$ cat src/rtl/index_decode_scoreboard.sv
// rtl/index_decode_scoreboard.sv - binary-index busy bitmap with one-hot decode, count and error pulses
// Sets/clears entries by binary index; all outputs are registered one cycle after the request.
module index_decode_scoreboard #(
  parameter int BITS = 32,
  localparam int IDXW = $clog2(BITS),
  localparam int CNTW = $clog2(BITS + 1)
) (
  input  logic            clk,
  input  logic            rst,
  input  logic            flush,
  input  logic            set_valid,
  input  logic [IDXW-1:0] set_idx,
  input  logic            clr_valid,
  input  logic [IDXW-1:0] clr_idx,
  output logic [BITS-1:0] busy,
  output logic [CNTW-1:0] busy_count,
  output logic            full,
  output logic            empty,
  output logic [BITS-1:0] set_onehot,
  output logic            set_err,
  output logic            clr_err
);

  logic [BITS-1:0] r_busy;
  logic [CNTW-1:0] r_count;
  logic            r_full;
  logic            r_empty;
  logic [BITS-1:0] r_set_oh;
  logic            r_set_err;
  logic            r_clr_err;

  logic [BITS-1:0] w_set_oh;
  logic [BITS-1:0] w_clr_oh;
  logic            w_clr_eff;
  logic [BITS-1:0] w_busy_after_clr;
  logic            w_set_eff;
  logic [BITS-1:0] w_busy_next;
  logic [CNTW-1:0] w_count_next;

  // Indices >= BITS match no position and so decode to all-zero.
  always_comb begin
    w_set_oh = '0;
    w_clr_oh = '0;
    for (int i = 0; i < BITS; i++) begin
      w_set_oh[i] = (set_idx == IDXW'(i));
      w_clr_oh[i] = (clr_idx == IDXW'(i));
    end
  end

  assign w_clr_eff        = clr_valid & (|(w_clr_oh & r_busy));
  assign w_busy_after_clr = w_clr_eff ? (r_busy & ~w_clr_oh) : r_busy;

  // The set sees the bitmap after the same-cycle clear, so clear+set of one busy entry succeeds.
  assign w_set_eff    = set_valid & (|w_set_oh) & ~(|(w_set_oh & w_busy_after_clr));
  assign w_busy_next  = w_set_eff ? (w_busy_after_clr | w_set_oh) : w_busy_after_clr;
  assign w_count_next = r_count + CNTW'(w_set_eff) - CNTW'(w_clr_eff);

  always_ff @(posedge clk) begin
    if (rst || flush) begin
      r_busy    <= '0;
      r_count   <= '0;
      r_full    <= 1'b0;
      r_empty   <= 1'b1;
      r_set_oh  <= '0;
      r_set_err <= 1'b0;
      r_clr_err <= 1'b0;
    end else begin
      r_busy    <= w_busy_next;
      r_count   <= w_count_next;
      r_full    <= (w_count_next == CNTW'(BITS));
      r_empty   <= (w_count_next == '0);
      r_set_oh  <= w_set_eff ? w_set_oh : '0;
      r_set_err <= set_valid & ~w_set_eff;
      r_clr_err <= clr_valid & ~w_clr_eff;
    end
  end

  assign busy       = r_busy;
  assign busy_count = r_count;
  assign full       = r_full;
  assign empty      = r_empty;
  assign set_onehot = r_set_oh;
  assign set_err    = r_set_err;
  assign clr_err    = r_clr_err;

endmodule

$ cat config.mk
export PLATFORM = sky130hd
export DESIGN_NAME = index_decode_scoreboard
export DESIGN_NICKNAME = d
export VERILOG_FILES = /design/src/rtl/index_decode_scoreboard.sv
export SDC_FILE = /design/constraint.sdc
export NUM_CORES = 1
export LEC_CHECK = 0
export ABC_CLOCK_PERIOD_IN_PS = 4430
export CAP_MARGIN = 20
export CORE_MARGIN = 5
export CORE_UTILIZATION = 40
export DETAILED_ROUTE_END_ITERATION = 10
export PLACE_DENSITY_LB_ADDON = 0.1
export SYNTH_ARGS = -nofsm -noshare
export SYNTH_HDL_FRONTEND = slang
export SYNTH_SLANG_ARGS = --single-unit
$ cat constraint.sdc
create_clock -name clk -period 4.43 [get_ports clk]
set_input_delay 0.886 -clock clk [delete_from_list [all_inputs] [get_ports clk]]
set_output_delay 0.886 -clock clk [all_outputs]
set_load 0.03 [all_outputs]
# Word-level counts from Yosys, hierarchy flattened
# Cells that the tools add are included.
# totals
reg_bits,74
latchBits,0
mem_bits_ro,0
mem_count,0
ram_bits,0
input_bits,15
out_inout_bits,74
# classes
eq_ne,63
add_sub_neg,2
div,0
shifts,0
muxes,2
n_reduce_logical,8
n_mul,0
bitwise,13
order_cmp,0
# op_table
op,n
"5-bit equality test, second input constant",32
32-bit AND,3
32-bit OR reduction,3
"5-bit by 4-bit equality test with 1-bit output, second input constant",16
32-bit two-way mux,2
"5-bit by 3-bit equality test with 1-bit output, second input constant",8
32-bit inverter,1
32-bit OR,1
"5-bit by 2-bit equality test with 1-bit output, second input constant",4
"5-bit by 1-bit equality test with 1-bit output, second input constant",2
5-bit zero test,2
6-bit by 1-bit adder with 6-bit output,1
"6-bit equality test, second input constant",1
6-bit zero test,1
6-bit by 1-bit subtractor with 6-bit output,1
1-bit AND,5
1-bit inverter,3
2-bit OR reduction,1
1-bit logical OR,1

# Logic depth before layout (Yosys ltp)
# depth
ltp_word,12
mapped_depth,21
depth_no_buf,18

# Worst setup path after synthesis
# OpenSTA, ideal clock, no wires.
# synth_timing
kind,input-to-reg
startpoint,in clr_idx[0]
endpoint,reg r_empty (netlist: empty)
arrival_ns,4.353
required_time_ns,4.356
stages,20
setup_ns,0.074
slack_ns,0.003
cell_sequence,buf_2 -> buf_6 -> mux2i_1 -> o22ai_1 -> or4_1 -> o31ai_2 -> o211ai_1 -> o21a_1 -> nand3_1 -> ha_1 -> inv_1 -> ha_1 -> inv_1 -> fa_1 -> inv_1 -> a21oi_1 -> o21bai_1 -> xnor2_1 -> nand4_1 -> o21ai_0
# synth_between
elab_chain_cells,12
word_cells_on_any_way,45
# synth_rtl
element,line,text
from (decl),14,"input logic [IDXW-1:0] clr_idx,"
5-bit by 1-bit equality test with 1-bit output (tied with other cells),46,w_clr_oh[i] = (clr_idx == IDXW'(i));
32-bit AND,50,assign w_clr_eff = clr_valid & (|(w_clr_oh & r_busy));
32-bit OR reduction,50,
1-bit AND,50,
32-bit two-way mux,51,assign w_busy_after_clr = w_clr_eff ? (r_busy & ~w_clr_oh) : r_busy;
32-bit AND,54,assign w_set_eff = set_valid & (|w_set_oh) & ~(|(w_set_oh & w_busy_after_clr));
32-bit OR reduction,54,
1-bit inverter,54,
1-bit AND,54,
6-bit by 1-bit adder with 6-bit output,56,assign w_count_next = r_count + CNTW'(w_set_eff) - CNTW'(w_clr_eff);
6-bit by 1-bit subtractor with 6-bit output (*),56,
6-bit zero test (*),71,r_empty <= (w_count_next == '0);
to (signal assigned),71,
to (decl),27,logic r_empty;
# Every way passes the cells marked *; elsewhere a longest branch is shown, timed or not.
# A chain may end at the register's enable or synchronous reset.

# Final worst setup path
# layout_timing
startpoint,in set_idx[4]
endpoint,reg r_full (netlist: full)
# layout_between
elab_chain_cells,8
word_cells_on_any_way,41
# layout_rtl
element,line,text
from (decl),12,"input logic [IDXW-1:0] set_idx,"
5-bit by 1-bit equality test with 1-bit output (tied with other cells),45,w_set_oh[i] = (set_idx == IDXW'(i));
32-bit AND,54,
32-bit OR reduction,54,
1-bit inverter,54,
1-bit AND (*),54,
6-bit by 1-bit adder with 6-bit output (*),56,
6-bit by 1-bit subtractor with 6-bit output (*),56,
6-bit equality test (*),70,r_full <= (w_count_next == CNTW'(BITS));
to (signal assigned),70,
to (decl),26,logic r_full;
# Marked as above.

==> impl_results.md <==
* Syn_nets at approximately 480
* Cell variety after synth at 69
* Async SR Flop Fraction at 0%
* Worst skew pair latency at 0.38 ns
* Worst-case reg-to-reg path depth at 18
* Area grow syn2layout at 60.7%
* Initial Util at about two fifths
* Synth Area in Compound Gates at 22.4%
* Worst EP arrival at 4.61 ns
* Ant. Diodes at 0
* Synthesized cell area at approximately 4000 sq um
* CP Capture Type: flip-flop
* Top_reg_cell synth: dfxtp_1
* H-Tree Depth at 3
* PortBufs at 88
* Adder-cell share of the synthesized area at 2.37%
* Post-synthesis xor/xnor area fraction at 1.09%
* Worst setup SP type: input pin
* Pre-antenna DRT Iters at 5
* Initial antenna violation count at 0
* Crit Path Max Fanout at 17
* Layout cells sized above 1 at 32.1%
* FF-to-FF End: empty
* Total number of vias at 4600
* Vias in the first global route at roughly 4700
* Final slew viol count at 0
* Clock skew at 0.0113 ns
* Synthesized flop and latch total at 74
* PwrDens at 252 nW/um^2
* Tot Pwr at 1620 uW
* Die width at 110 um
* Maximum root-to-sink buffer count at 2
* Data required time of the worst path at 4.73 ns
* VDD IR max at 0.208 mV
* Filler Cell Count at about 860
* Max Fclk at roughly 230 MHz
* Fin nets at 687
* Worst slew margin at 56.1%
* P_leak at 0.00245 uW
* Synth top area cells: dfxtp_1 (37%), o211ai_1 (5.6%), nor2_1 (3.6%), mux2i_1 (3.0%), nand2_1 (3.0%)
* CTS sink count at 74
* Worst r2r src: busy[24]
* Core area at 9770 sq um
* Pin count of the biggest net entering global routing at 36
* Grt total ovfl at 0
* CTS Buf Count at 9
* Antenna Nets Post-Route at 0
* Number of synthesized flops with an enable pin at 0
* Area occupied by multi-input gates at 2470 sq um
* Most common cell in the synthesized netlist: dfxtp_1
* Row count at 36
* Hpwl dp at approximately 12000 um
* Seq/Total Area, Yosys at 36.9%
* Tightest Hold Check Type: flip-flop to flip-flop
* Mux cell area share after synthesis at approximately 3.8%
* Via-per-instance ratio at 5.73
* CTS tree: built
* WL/cell at about 21 um
* Unrepaired setup endpoints after global routing: yes
* Storage cell area at 1480 sq um
* Area leader, netlist: dfxtp_1
* IO Pins at just under 90
* Largest family of logic cells by synthesized area: simple AND/OR/NAND/NOR gates
* # setup viols final at 0
* YS warnings at 0
* Tcrit/Tclk final at 97.3%
* Final Hold Fails at 0
* Tmin final at 4.31 ns
* Post-Syn Area per Cell at ~8.7 sq um
* Hold WS at 0.543 ns
* Share of the synthesized area in the top cell type at 36.9%
* GRT Total Usage at between 20 and 30%
* WL final at 16800 um
* Die Y at between 100 and 150 um
* Final GP Congestion at about 0.9
* Status: finished clean
* Setup CP Type: input pin to flip-flop
* Worst setup path start: set_idx[4]
* Area of the die at 12100 sq um
* Most frequent cells after synthesis: dfxtp_1 (74), nor2_1 (38), nand2_1 (32), o211ai_1 (30), o21ai_0 (21)
* Cells after Synth at 459
* First-pass GRT wire length at 25700 um
* Initial drt markers at 306
* Max-cap viol count at 0
* R2R Setup Slk at roughly 0.65 ns
* Root buffer cell: clkbuf_8
* Actual slew at the worst max-slew pin at 0.652 ns
* Worst setup endpoint: full
* Synth Area in Simple Gates at 27.3%
* Reg clk slew, reported paths at 0.07 ns
* DRC viols at 0
[power by group]
group          switching, uW  internal (uW)  leakage [uW]
registers               7.79            675      0.000597
logic                    171            153       0.00173
clock network            256            362      0.000119
[metal layers]
metal  GRT usage, %  vias up  wire length, um
met5              0        -                0
met4           14.7        0              663
met3           7.92       55             1320
met2           46.1      222             7830
met1           34.6     2188             6970
li1               -     2135                -
[worst min path at each step]
stage	start	to	slack [ns]	depth (start not counted)
final	busy[16]	busy[16]	0.54	2
after CTS	busy[16]	busy[16]	0.53	2
after global placement	busy[8]	busy[8]	0.51	2
after detailed placement	busy[16]	busy[16]	0.52	2
after global routing	busy[12]	busy[12]	0.56	2
after floorplan	busy[16]	busy[16]	0.62	2
[per-stage QoR]
step | setup slack [ns] | cells | area [sq um] | utilization (%) | TNS (ns)
4_1_cts | 0.00538 | 796 | 6290 | 64.4 | 0
3_5_place_dp | -0.927 | 768 | 5850 | 59.8 | -4.85
2_1_floorplan | 0.00255 | 459 | 4010 | - | 0
5_1_grt | -0.0851 | 803 | 6450 | 66.0 | -0.147
3_3_place_gp | -0.791 | 768 | 5850 | 59.8 | -4.37
6_report | 0.122 | 803 | 6450 | 66.0 | 0
[cells in the final DEF, fill, tap and decap left out, types with 6 or more instances in the layout]
master / n
nand3_1: 15
nand2b_1: 7
nand4bb_1: 7
a21oi_1: 9
dfxtp_1: 74
nand4_1: 13
nor2_1: 35
o31ai_1: 6
mux2i_1: 12
nand3b_1: 9
o211ai_1: 30
o21ai_0: 20
o2111ai_1: 7
nor3_1: 12
inv_1: 12
nor2b_1: 7
clkbuf_8: 12
clkdlybuf4s50_1: 82
nand2_1: 32
buf_4: 135
[area by class of cell]
type | instances | area share [%]
multi-input cells | 333 | 38.3
flip-flops and latches | 74 | 23.0
clock buffers | 12 | 2.56
well taps | 133 | 2.58
clock inverters | 4 | 1.13
repair buffers | 232 | 31.6
inverters | 15 | 0.873
[registers in the layout (all words and copies together), names as in the netlist]
register	count
busy	32
set_onehot	32
busy_count	6
clr_err	1
empty	1
full	1
set_err	1
[repair_timing]
item | CTS | global route
hold endpoints to repair | 0 | 0
setup endpoints to repair | 6 | 5
resized for setup | 31 | 31
hold buffers | 0 | 0
gates cloned | 1 | 0
setup buffers | 11 | 7
pin swaps | 25 | 22
[kinds of logic after synthesis]
kind of cell,after synthesis
muxes,15
buffers and inverters,52
DFF,74
AOI/OAI and AO/OA,117
xor gates and xnor gates,5
and+or+nand+nor,189
adders and majority gates,7
[critical path: stages]
cell	delay (ns)
clkdlybuf4s50_1	0.50
buf_12	0.16
and3b_1	0.24
o2111a_1	0.15
or4_1	0.47
a211o_1	0.34
nor2_4	0.13
nand3_2	0.11
ha_4	0.28
inv_2	0.03
ha_4	0.15
buf_4	0.12
a21o_1	0.17
a21oi_2	0.20
o21bai_1	0.08
a21oi_1	0.19
xnor2_1	0.16
nand2_1	0.09
nor2_1	0.12
No activity file was read; power rests on OpenSTA's default activity.
